===== src/rtl/fetch_unit_if.sv =====
// Fetch-stage bus bundle: instruction-memory request/response channel plus
// the decoder-facing instruction handshake.
interface fetch_unit_if;
   logic        imem_req;
   logic [31:0] imem_addr;
   logic        imem_ready;
   logic        imem_rvalid;
   logic [31:0] imem_rdata;
   logic [31:0] instr;
   logic [31:0] instr_pc;
   logic        instr_valid;
   logic        instr_ready;

   modport master (
      output imem_req, imem_addr, instr, instr_pc, instr_valid,
      input  imem_ready, imem_rvalid, imem_rdata, instr_ready
   );

   modport slave (
      input  imem_req, imem_addr, instr, instr_pc, instr_valid,
      output imem_ready, imem_rvalid, imem_rdata, instr_ready
   );
endinterface


===== src/rtl/fetch_unit.sv =====
// Instruction fetch stage: PC, credit-limited in-order memory requests, a small
// instruction buffer toward decode, and redirect/squash handling.
module fetch_unit #(
   parameter logic [31:0] RESET_PC = 32'h0000_0000,
   parameter int          DEPTH    = 2
) (
   input  logic        clk,
   input  logic        rst,
   fetch_unit_if.master bus,
   input  logic        redirect,
   input  logic [31:0] redirect_pc,
   output logic        fetch_fault
);

   localparam int PW = $clog2(DEPTH);
   localparam int CW = $clog2(DEPTH + 1);
   localparam logic [CW:0] DEPTH_W = (CW + 1)'(DEPTH);

   localparam logic [1:0] S_FETCH = 2'd0;
   localparam logic [1:0] S_STALL = 2'd1;
   localparam logic [1:0] S_HALT  = 2'd2;

   logic [1:0]    state;
   logic [31:0]   pc;
   logic [CW-1:0] outstanding;
   logic [CW-1:0] count;
   logic [CW-1:0] discard;
   logic [PW-1:0] buf_rd, buf_wr, tag_rd, tag_wr;
   logic [31:0]   buf_data [DEPTH];
   logic [31:0]   buf_pc   [DEPTH];
   logic [31:0]   tag_pc   [DEPTH];

   logic          pop, accept, resp, drop, push, credit, misaligned;
   logic [CW:0]   occupancy;

   // NOTE: every always_comb output gets a default first, so no path can infer a latch.
   always_comb begin
      pop        = 1'b0;
      occupancy  = '0;
      credit     = 1'b0;
      accept     = 1'b0;
      drop       = 1'b0;
      push       = 1'b0;
      misaligned = redirect_pc[1:0] != 2'b00;
      resp       = bus.imem_rvalid;

      pop       = bus.instr_valid & bus.instr_ready;
      occupancy = {1'b0, outstanding} + {1'b0, count} - {{CW{1'b0}}, pop};
      credit    = occupancy < DEPTH_W;
      // A request shown in a redirect cycle is withdrawn: never counted as accepted.
      accept    = bus.imem_req & bus.imem_ready & ~redirect;
      drop      = resp & (discard != '0);
      push      = resp & ~drop & ~redirect & (state != S_HALT);
   end

   assign bus.imem_req    = ~rst & (state != S_HALT) & credit;
   assign bus.imem_addr   = pc;
   assign bus.instr_valid = (count != '0) && (state != S_HALT);
   assign bus.instr       = bus.instr_valid ? buf_data[buf_rd] : 32'h0;
   assign bus.instr_pc    = bus.instr_valid ? buf_pc[buf_rd]   : 32'h0;

   // NOTE: sequential state uses non-blocking assignments so every register samples pre-edge values.
   always_ff @(posedge clk or posedge rst) begin
      if (rst) begin
         state       <= S_FETCH;
         pc          <= RESET_PC;
         outstanding <= '0;
         count       <= '0;
         discard     <= '0;
         buf_rd      <= '0;
         buf_wr      <= '0;
         tag_rd      <= '0;
         tag_wr      <= '0;
         fetch_fault <= 1'b0;
      end else begin
         outstanding <= outstanding + CW'(accept) - CW'(resp);
         if (redirect && state != S_HALT) begin
            count   <= '0;
            buf_rd  <= '0;
            buf_wr  <= '0;
            tag_rd  <= '0;
            tag_wr  <= '0;
            // Everything still in flight after this edge belongs to the squashed path.
            discard <= outstanding - CW'(resp);
            if (misaligned) begin
               fetch_fault <= 1'b1;
               state       <= S_HALT;
            end else begin
               pc    <= redirect_pc;
               state <= S_FETCH;
            end
         end else begin
            if (drop)
               discard <= discard - CW'(1);
            if (accept) begin
               pc     <= pc + 32'd4;
               tag_wr <= tag_wr + PW'(1);
            end
            if (resp && !drop)
               tag_rd <= tag_rd + PW'(1);
            if (push)
               buf_wr <= buf_wr + PW'(1);
            if (pop)
               buf_rd <= buf_rd + PW'(1);
            count <= count + CW'(push) - CW'(pop);
            if (state != S_HALT)
               state <= credit ? S_FETCH : S_STALL;
         end
      end
   end

   // NOTE: storage arrays carry no reset; their contents are only visible behind count/valid.
   always_ff @(posedge clk) begin
      if (accept)
         tag_pc[tag_wr] <= pc;
      if (push) begin
         buf_data[buf_wr] <= bus.imem_rdata;
         buf_pc[buf_wr]   <= tag_pc[tag_rd];
      end
   end

   a_no_overflow: assert property (@(posedge clk) disable iff (rst)
      ({1'b0, outstanding} + {1'b0, count}) <= DEPTH_W);

endmodule


===== src/flat_wrapper.sv =====
// flat-port wrapper written by rule: the top's interface ports become plain ports
module fetch_unit_flat 
#(
   parameter logic [31:0] RESET_PC = 32'h0000_0000,
   parameter int          DEPTH    = 2
)
  (clk, rst, redirect, redirect_pc, fetch_fault, bus_imem_req, bus_imem_addr, bus_instr, bus_instr_pc, bus_instr_valid, bus_imem_ready, bus_imem_rvalid, bus_imem_rdata, bus_instr_ready);
  fetch_unit_if bus_i ();
  input  logic clk;
  input  logic rst;
  input  logic redirect;
  input  logic [31:0] redirect_pc;
  output logic fetch_fault;
  output wire logic [$bits(bus_i.imem_req)-1:0] bus_imem_req;
  output wire logic [$bits(bus_i.imem_addr)-1:0] bus_imem_addr;
  output wire logic [$bits(bus_i.instr)-1:0] bus_instr;
  output wire logic [$bits(bus_i.instr_pc)-1:0] bus_instr_pc;
  output wire logic [$bits(bus_i.instr_valid)-1:0] bus_instr_valid;
  input wire logic [$bits(bus_i.imem_ready)-1:0] bus_imem_ready;
  input wire logic [$bits(bus_i.imem_rvalid)-1:0] bus_imem_rvalid;
  input wire logic [$bits(bus_i.imem_rdata)-1:0] bus_imem_rdata;
  input wire logic [$bits(bus_i.instr_ready)-1:0] bus_instr_ready;
  assign bus_imem_req = bus_i.imem_req;
  assign bus_imem_addr = bus_i.imem_addr;
  assign bus_instr = bus_i.instr;
  assign bus_instr_pc = bus_i.instr_pc;
  assign bus_instr_valid = bus_i.instr_valid;
  assign bus_i.imem_ready = bus_imem_ready;
  assign bus_i.imem_rvalid = bus_imem_rvalid;
  assign bus_i.imem_rdata = bus_imem_rdata;
  assign bus_i.instr_ready = bus_instr_ready;
  fetch_unit #(.RESET_PC(RESET_PC), .DEPTH(DEPTH)) u_core (.clk(clk), .rst(rst), .bus(bus_i), .redirect(redirect), .redirect_pc(redirect_pc), .fetch_fault(fetch_fault));
endmodule

===== config.mk =====
export PLATFORM = sky130hd
export DESIGN_NAME = fetch_unit_flat
export DESIGN_NICKNAME = d
export VERILOG_FILES = /design/src/rtl/fetch_unit_if.sv /design/src/rtl/fetch_unit.sv /design/src/flat_wrapper.sv
export SDC_FILE = /design/constraint.sdc
export NUM_CORES = 1
export LEC_CHECK = 0
export ABC_AREA = 1
export CORE_UTILIZATION = 40
export DETAILED_ROUTE_END_ITERATION = 12
export HOLD_SLACK_MARGIN = 0.1
export PLACE_DENSITY = 0.65
export SYNTH_ARGS = -nofsm -noshare
export SYNTH_HDL_FRONTEND = slang
export SYNTH_SLANG_ARGS = --single-unit

===== constraint.sdc =====
create_clock -name clk -period 3.9 [get_ports clk]
set_input_delay 0.39 -clock clk [delete_from_list [all_inputs] [get_ports clk]]
set_output_delay 0.39 -clock clk [all_outputs]
set_load 0.02 [all_outputs]

# --- Word level (Yosys, flattened, before mapping) ---
# Memory sizes are Yosys's and may differ from the RTL's.
# Cells that the tools add are included.
word_totals:
  elab_cells: 80
  latch_bits: 0
  reg_bits: 45
  inputBits: 70
  output_inout_bits: 99
  mem_bits_ro: 0
  n_memories: 3
  mem_bits_rw: 192
mem_list:
  columns: ["name", "words", "width", "read_ports", "rd_ports_with_merged_regs", "write_ports", "line", "source"]
  rows:
  - ["u_core.buf_data", 2, 32, 1, 0, 1, "fetch_unit.sv:29", "logic [31:0] buf_data [DEPTH];"]
  - ["u_core.buf_pc", 2, 32, 1, 0, 1, "fetch_unit.sv:30", "logic [31:0] buf_pc [DEPTH];"]
  - ["u_core.tag_pc", 2, 32, 1, 0, 1, "fetch_unit.sv:31", "logic [31:0] tag_pc [DEPTH];"]
op_classes:
  muxes: 24
  n_lt_le_gt_ge: 1
  n_reduce_logical: 15
  eq_ne: 2
  shift: 0
  div: 0
  mul: 0
  n_addsub: 13
  bitwise: 12
ops:
  columns: ["cell", "count"]
  rows:
  - ["$mux 32", 5]
  - ["$add 32x3->32 const B", 1]
  - ["$reduce_bool 2->1", 9]
  - ["$mux 1", 13]
  - ["$mux 2", 6]
  - ["$and 1x1->1", 9]
  - ["$sub 2x1->2", 3]
  - ["$add 1x1->1 const B", 4]
  - ["$add 2x1->2", 2]
  - ["$ne 2x2->1 const B", 2]
  - ["$reduce_and 2->1", 2]
  - ["$add 2x2->3", 1]
  - ["$logic_and 1x1->1", 3]
  - ["$lt 3x2->1 const B", 1]
  - ["$not 1->1", 3]
  - ["$sub 3x1->3", 1]
  - ["$sub 2x1->2 const B", 1]
  - ["$logic_not 1->1", 1]

# --- Longest topological paths before layout ---
# Gate-level depths: netlist (run 1).
logic_depth:
  ltp_word: 10
  depth_mapped: 18

# --- Worst setup path before layout (run 1) ---
# No wires, ideal clock.
synth_path:
  kind: "reg-to-reg"
  from: "reg u_core.state[1]"
  to: "mem u_core.tag_pc[1][0] (enable)"
  t_arrival_ns: 3.783
  stages_incl_launch_ff: 13
  t_required_ns: 3.478
  path_slack_ns: -0.305
  path_cell_list: "dfrtp_1 -> inv_1 -> nor2_4 -> a21oi_1 -> nand2_1 -> nand2_1 -> nand3_1 -> fa_1 -> nand2_1 -> nor2_2 -> nand4_4 -> buf_2 -> nor2_1"
synth_via:
  elab_chain_cells: 10
  word_cells_on_any_way: 11
  cone_classes: "add/sub: 1; order compare: 1; eq/ne: 1; mux: 2; bitwise: 5; reduce/logical: 1"
synth_lines:
  columns: ["element", "line", "source"]
  rows:
  - ["from (decl)", "fetch_unit.sv:23", "logic [1:0] state;"]
  - ["from (signal assigned)", "fetch_unit.sv:107", "state <= credit ? S_FETCH : S_STALL;"]
  - ["$ne 2x2->1", "fetch_unit.sv:58", "assign bus.instr_valid = (count != '0) && (state != S_HALT);"]
  - ["$logic_and 1x1->1", "fetch_unit.sv:58", null]
  - ["named net bus_instr_valid", "flat_wrapper.sv:18", "output wire logic [$bits(bus_i.instr_valid)-1:0] bus_instr_valid;"]
  - ["$and 1x1->1", "fetch_unit.sv:47", "pop = bus.instr_valid & bus.instr_ready;"]
  - ["$sub 3x1->3", "fetch_unit.sv:48", "occupancy = {1'b0, outstanding} + {1'b0, count} - {{CW{1'b0}}, pop};"]
  - ["$lt 3x2->1", "fetch_unit.sv:49", "credit = occupancy < DEPTH_W;"]
  - ["$and 1x1->1", "fetch_unit.sv:56", "assign bus.imem_req = ~rst & (state != S_HALT) & credit;"]
  - ["$and 1x1->1 (2 in series)", "fetch_unit.sv:51", "accept = bus.imem_req & bus.imem_ready & ~redirect;"]
  - ["$mux 1", "fetch_unit.sv:114", "if (accept)"]
  - ["$mux 1 (not written as such)", "fetch_unit.sv:115", "tag_pc[tag_wr] <= pc;"]
  - ["to (decl)", "fetch_unit.sv:31", null]
# The timed path passes the listed nets, and every way through them passes these cells.

# --- Final worst setup path (run 1) ---
layout_path:
  from: "reg u_core.state[0]"
  to: "out bus_imem_req"
layout_via:
  elab_chain_cells: 6
  word_cells_on_any_way: 7
  cone_classes: "add/sub: 1; order compare: 1; eq/ne: 1; bitwise: 3; reduce/logical: 1"
layout_lines:
  columns: ["element", "line", "source"]
  rows:
  - ["$ne 2x2->1 (*)", "fetch_unit.sv:56, fetch_unit.sv:58", null]
  - ["$logic_and 1x1->1", "fetch_unit.sv:58", null]
  - ["$and 1x1->1", "fetch_unit.sv:47", null]
  - ["$sub 3x1->3", "fetch_unit.sv:48", null]
  - ["$lt 3x2->1", "fetch_unit.sv:49", null]
  - ["$and 1x1->1 (*)", "fetch_unit.sv:56", null]
  - ["to (decl)", "flat_wrapper.sv:14", "output wire logic [$bits(bus_i.imem_req)-1:0] bus_imem_req;"]
# Mark *: on every way between the ends. The rest lies on a longest branch, timed or not.

==> results of run 1 <==
-- kinds of logic (layout without fill, tap and decap cells) --
| kind of cell | count (synthesis) | in the layout | share of synthesized area, % |
|---|---|---|---|
| DFF | 237 | 237 | 66.2 |
| xor gates and xnor gates | 6 | 6 | 0.505 |
| adders and majority gates | 8 | 8 | 1.03 |
| and+or+nand+nor | 532 | 532 | 21.4 |
| AOI/OAI and AO/OA | 117 | 117 | 5.80 |
| buffers and inverters | 112 | 298 | 4.99 |
-- registers in the layout, summed over array words and instances, names as in the netlist, 2 cells and up --
signal	cells
u_core.buf_data	64
u_core.buf_pc	64
u_core.bus.imem_addr	32
u_core.count	2
u_core.discard	2
u_core.outstanding	2
u_core.state	2
u_core.tag_pc	64
-- critical path: stages (launching register included) --
cell	delay, ns
dfrtp_1	0.40
nor2_4	0.27
a21oi_1	0.13
nand2_1	0.16
inv_1	0.08
nand2_1	0.06
nand3_1	0.08
fa_1	0.50
nand2_1	0.06
nor2_2	0.17
nand2_1	0.07
inv_1	0.05
clkdlybuf4s50_1	0.60
-- power by group --
| group | internal [mW] | switching, mW |
|---|---|---|
| logic | 1.25 | 2.07 |
| registers | 3.21 | 0.403 |
| clock network | 1.37 | 0.953 |
| total | 5.84 | 3.43 |
-- per-stage QoR --
| step | worst slack (ns) | util [%] | power (mW) | instance area (um^2) |
|---|---|---|---|---|
| 6_report | 0.353 | 52.2 | 9.27 | 13200 |
| 5_1_grt | 0.121 | 52.2 | 9.84 | 13200 |
| 4_1_cts | 0.313 | 52.2 | 9.38 | 13200 |
| 3_5_place_dp | 0.606 | 49.0 | 7.03 | 12400 |
| 3_3_place_gp | 0.657 | 49.0 | 6.98 | 12400 |
| 2_1_floorplan | 0.237 | - | 5.60 | 10400 |
-- worst paths after layout --
kind                                          from                     end  slack (ns)  cells past startpoint
worst max register to register     u_core.state[0]    u_core.tag_pc[1][29]        0.63                     12
max in group asynchronous                      rst           u_core.buf_rd        3.05                      3
worst min-delay path                           rst       u_core.discard[0]        0.42                      3
min in group clk                bus_imem_rdata[30]  u_core.buf_data[0][30]        0.45                      1
worst max-delay path               u_core.state[0]            bus_imem_req        0.35                     12
worst min register to register  u_core.fetch_fault      u_core.fetch_fault        0.47                      2
-- cell type report --
class,count,area share (%)
inverters,71,2.13
flip-flops and latches,237,52.1
multi-input cells,663,22.8
well taps,330,3.12
repair buffers,179,13.7
clock buffers,36,5.51
clock inverters,12,0.681
-- cells in the final DEF (no fill, tap or decap), types with 2 or more instances in the layout --
cell type,count
nor2_4,7
nor2_8,3
clkbuf_1,7
buf_12,4
nand3_1,35
clkinv_1,7
buf_4,7
o21ai_1,13
ha_1,7
clkdlybuf4s50_1,168
inv_1,63
nor2_1,55
clkinv_2,3
dfrtp_1,44
clkbuf_16,27
nand3b_1,5
nand2_1,405
nor3_1,2
xnor2_1,2
edfxtp_1,192
xor2_1,4
a21oi_1,82
inv_2,4
o21ai_0,16
nor2_2,7
nand2_4,4
nand2_2,3
or2_2,3
clkinv_4,2
clkbuf_8,2
-- metal layers --
layer  GRT usage (%)  part of all wire (%)
met3            2.77                   6.1
met2            30.6                    48
met1            24.3                    45
met4            4.93                   1.7
met5               0                     0
==> results.txt, run 1 <==
Outcome - completed
Gr usage total - 18.1%
DR WL/cell - 15.5 um
Main synth FF type - edfxtp_1
Core ar. - 25,300 um^2
Htree depth - 1
Hold/Removal Path Class - primary input to async pin
Max Cap Viol - 0
CP startpoint kind - flop
Lkg Pwr - 5.23 nW
Clock transition at path regs - 0.06 ns
# setup viols final - 0
Post-synthesis average cell area - 10.3 um^2
Critical path class - flop to output port
Initial antenna violation count - 0
Max Clk Rate - 282 MHz
Yosys warnings - 0
Dpl cells - 1,480
CTS Hold Bufs - 0
Cts repair resizes - 0
Vias/cell - 4.82
Post-Synthesis Cell Area - 10,400 um^2
Clk buf depth - 3
Slew Limit Headroom - 49.2%
Nets - 1,256
Final hold slack - 0.416 ns
DRT Pass-1 Iters - 5
Mapped Cells - 1,012
Final Non-Filler Cells - 1,528
Largest net degree at the start of global routing - 65
Top-area cell type share of the netlist area - 55.4%
Vias in the first global route - 7,014
Post-CTS repair timing setup buffer count - 0
Yosys reg bits - 237
Area of the multi-input gates - 3010 um^2
WP data required - 3.51 ns
Peak supply drop - 0.391 mV
Worst-path fanout max - 5
Post-synth ARST share - 19.0%
Most frequent cell after synthesis - nand2_1
Post-synth top cells - nand2_1 (405), edfxtp_1 (192), a21oi_1 (82), inv_1 (65), nor2_1 (59)
Number of synthesized flops with an enable pin - 192
Initial drt markers - 543
GRT overflow - 0
Layout cells sized above 1 - 7.01%
Area contributors post-synth - edfxtp_1 (55%), nand2_1 (15%), dfrtp_1 (11%)
Die area - 26,700 um^2
RSZ-0062 raised after global routing - no
Setup TNS - 0 ns
I/O Buffers - 168
Area growth syn-to-layout - 27.2%
Hpwl dp - 15.4 mm
WP data arrival - 3.16 ns
Initial Util - 41.1%
Tcrit/Tclk final - 91.0%
Synth area leader - edfxtp_1
Final WL - 23.8 mm
Period minus WS final - 3.55 ns
N_diodes - 0
CTS tree - yes
Clock latency on the worst-skew pair - 0.53 ns
Storage cell area - 6890 um^2
Detail Route Antenna Nets - 0
Die Y-Extent - 163 um
Io pins - 169
Routability congestion estimate - 0.829
Synthesized Nets - 1,090
Clock buffer count from CTS - 26
Clk sinks - 237
Power Density - 700 nW/um^2
Worst-Margin Slew - 0.763 ns
Vias - 7,362
CTS root buffer - clkbuf_16
Final Hold Fails - 0
Worst Setup End Kind - output port
First-pass GRT wire length - 37.6 mm
DRC viols - 0
Clock Skew - 0.0199 ns
# rows - 58
Fill count - 2,215
Netlist cell types - 39
Sequential area share after synthesis - 66.2%
Max-slew violation count - 0
Chip width - 163 um
Power figures use the tool's default switching activity.
==> run 2, diff against run 1 <==
CORE_UTILIZATION = 48   (was 40)
PLACE_DENSITY = 0.76   (was 0.65)
==> run 2 against run 1 <==
Via count rose by 0.50%. Clock power rose by 3%. Final cell count fell by 3.9%. Critical path depth did not move. Global-route usage rose by 2.3 points. Non-clock buffer count fell by 1. Worst hold slack improved by 0.019 ns. Combinational power fell by 2%. Sequential power barely moved. Critical path type unchanged. Largest cell class unchanged.
==> results.txt, run 2 (synthesized netlist as in run 1, its figures left out) <==
Worst-path fanout max - 5
Clk sinks - 237
WL met3 - 1.55 mm
Reg2reg setup slack - 0.64 ns
Max Clk Rate - 279 MHz
Final Power - 9.28 mW
Die area - 22,300 um^2
WP data arrival - 3.19 ns
Power Density - 706 nW/um^2
DRC viols - 0
GRT overflow - 0
Clock buffer count from CTS - 25
Final hold slack - 0.434 ns
Cts repair resizes - 0
N_diodes - 0
RSZ-0062 raised after global routing - no
Hpwl dp - 14.3 mm
Critical Path, Cell by Cell - nor2_4 > a21oi_1 > nand2_1 > inv_1 > nand2_1 > nand3_1 > fa_1 > nand2_1 > nor2_2 > nand2_1 > inv_1 > clkdlybuf4s50_1
Area growth syn-to-layout - 26.3%
Worst path slowest cell - clkdlybuf4s50_1
Most used cell, CP - nand2_1
First-pass GRT wire length - 35.9 mm
Outcome - completed
Io pins - 169
Critical path class - flop to output port
Clock Skew - 0.0104 ns
Max Cap Viol - 0
Worst-Margin Slew - 0.931 ns
Clock latency on the worst-skew pair - 0.51 ns
Final Hold Fails - 0
Wire length on met1 - 9.57 mm
Final Non-Filler Cells - 1,469
Final WL - 22.3 mm
Vias in the first global route - 7,083
I/O Buffers - 168
Initial Util - 49.2%
Clock transition at path regs - 0.06 ns
Reg2reg start - u_core.state[0]
CP delay by family, top - simple AND/OR/NAND/NOR gates
Peak supply drop - 0.381 mV
Period minus WS final - 3.58 ns
Most common cell after layout, fill and taps aside - nand2_1
Clk buf depth - 3
Layout cells sized above 1 - 7.20%
Initial antenna violation count - 0
Post-CTS repair timing setup buffer count - 0
Slew Limit Headroom - 37.5%
Lkg Pwr - 5.23 nW
Detail Route Antenna Nets - 0
DRT Pass-1 Iters - 5
Chip width - 149 um
Vias/cell - 5.04
Largest net degree at the start of global routing - 65
Nets - 1,254
CTS Hold Bufs - 0
CTS root buffer - clkbuf_16
Setup TNS - 0 ns
Dpl cells - 1,424
Tcrit/Tclk final - 91.8%
Max layer used - met4
Die Y-Extent - 149 um
Final worst slack - 0.319 ns
Critical R2R Capture - u_core.tag_pc[1][20]
Hold/Removal Path Class - primary input to async pin
CTS tree - yes
WP data required - 3.51 ns
Most frequent cells in the layout - nand2_1 (405), edfxtp_1 (192), clkdlybuf4s50_1 (168)
WL met2 - 10.7 mm
Routability congestion estimate - 0.814
CP Buf/Inv Count - 3
# rows - 53
DR WL/cell - 15.2 um
Core ar. - 21,200 um^2
# setup viols final - 0
Gr usage total - 20.5%
Top Registers - u_core.buf_data: 64 flops, u_core.buf_pc: 64 flops, u_core.tag_pc: 64 flops
Post-place setup slack - 0.675 ns
Max-slew violation count - 0
Htree depth - 1
CP startpoint kind - flop
Vias - 7,399
Worst Setup End Kind - output port
Slowest stage delay, CP - 0.59 ns
Initial drt markers - 541
R2R depth - 12
-- run 2: metal layers --
metal,global-route usage [%],vias to the layer above
li1,-,3664
met1,27.2,3446
met2,34.7,255
met3,3.12,34
met4,6.17,0
met5,0,-
-- run 2: how the worst max path moves through the flow --
stage / start / endpoint / depth (start not counted)
2_1_floorplan: u_core.state[1] / u_core.tag_pc[1][0] / 12
3_3_place_gp: bus_instr_ready / u_core.tag_pc[1][24] / 11
3_5_place_dp: bus_instr_ready / u_core.tag_pc[1][30] / 11
4_1_cts: u_core.state[0] / bus_imem_req / 12
5_1_grt: u_core.state[1] / bus_imem_req / 12
6_report: u_core.state[0] / bus_imem_req / 12
-- run 2: final cells by class --
cell class                 instances  area [um^2]
clock buffer                      32          672
clock inverter                    13          164
fill                            1646         8020
inverter                          71          282
multi-input combinational        663         3010
sequential                       237         6890
tap                              275          344
timing repair buffer             178         1770
-- run 2: tightest hold or removal path, stage by stage --
cell and delay, ns:
clkdlybuf4s50_1 0.46, clkinv_1 0.06, buf_4 0.49
-- run 2: stage by stage --
stage / cell area (um^2) / utilization [%]
CTS: 13100 / 62.1
global placement: 12300 / 58.1
global route: 13100 / 62.1
detailed placement: 12300 / 58.1
floorplan: 10400 / -
finish: 13100 / 62.1
-- run 2: power by group --
group / leakage (nW) / switching [mW] / internal [mW] / total (mW)
combinational: 2.51 / 2.04 / 1.24 / 3.27
clock: 0.418 / 0.913 / 1.48 / 2.39
sequential: 2.30 / 0.403 / 3.21 / 3.62
total: 5.23 / 3.35 / 5.93 / 9.28
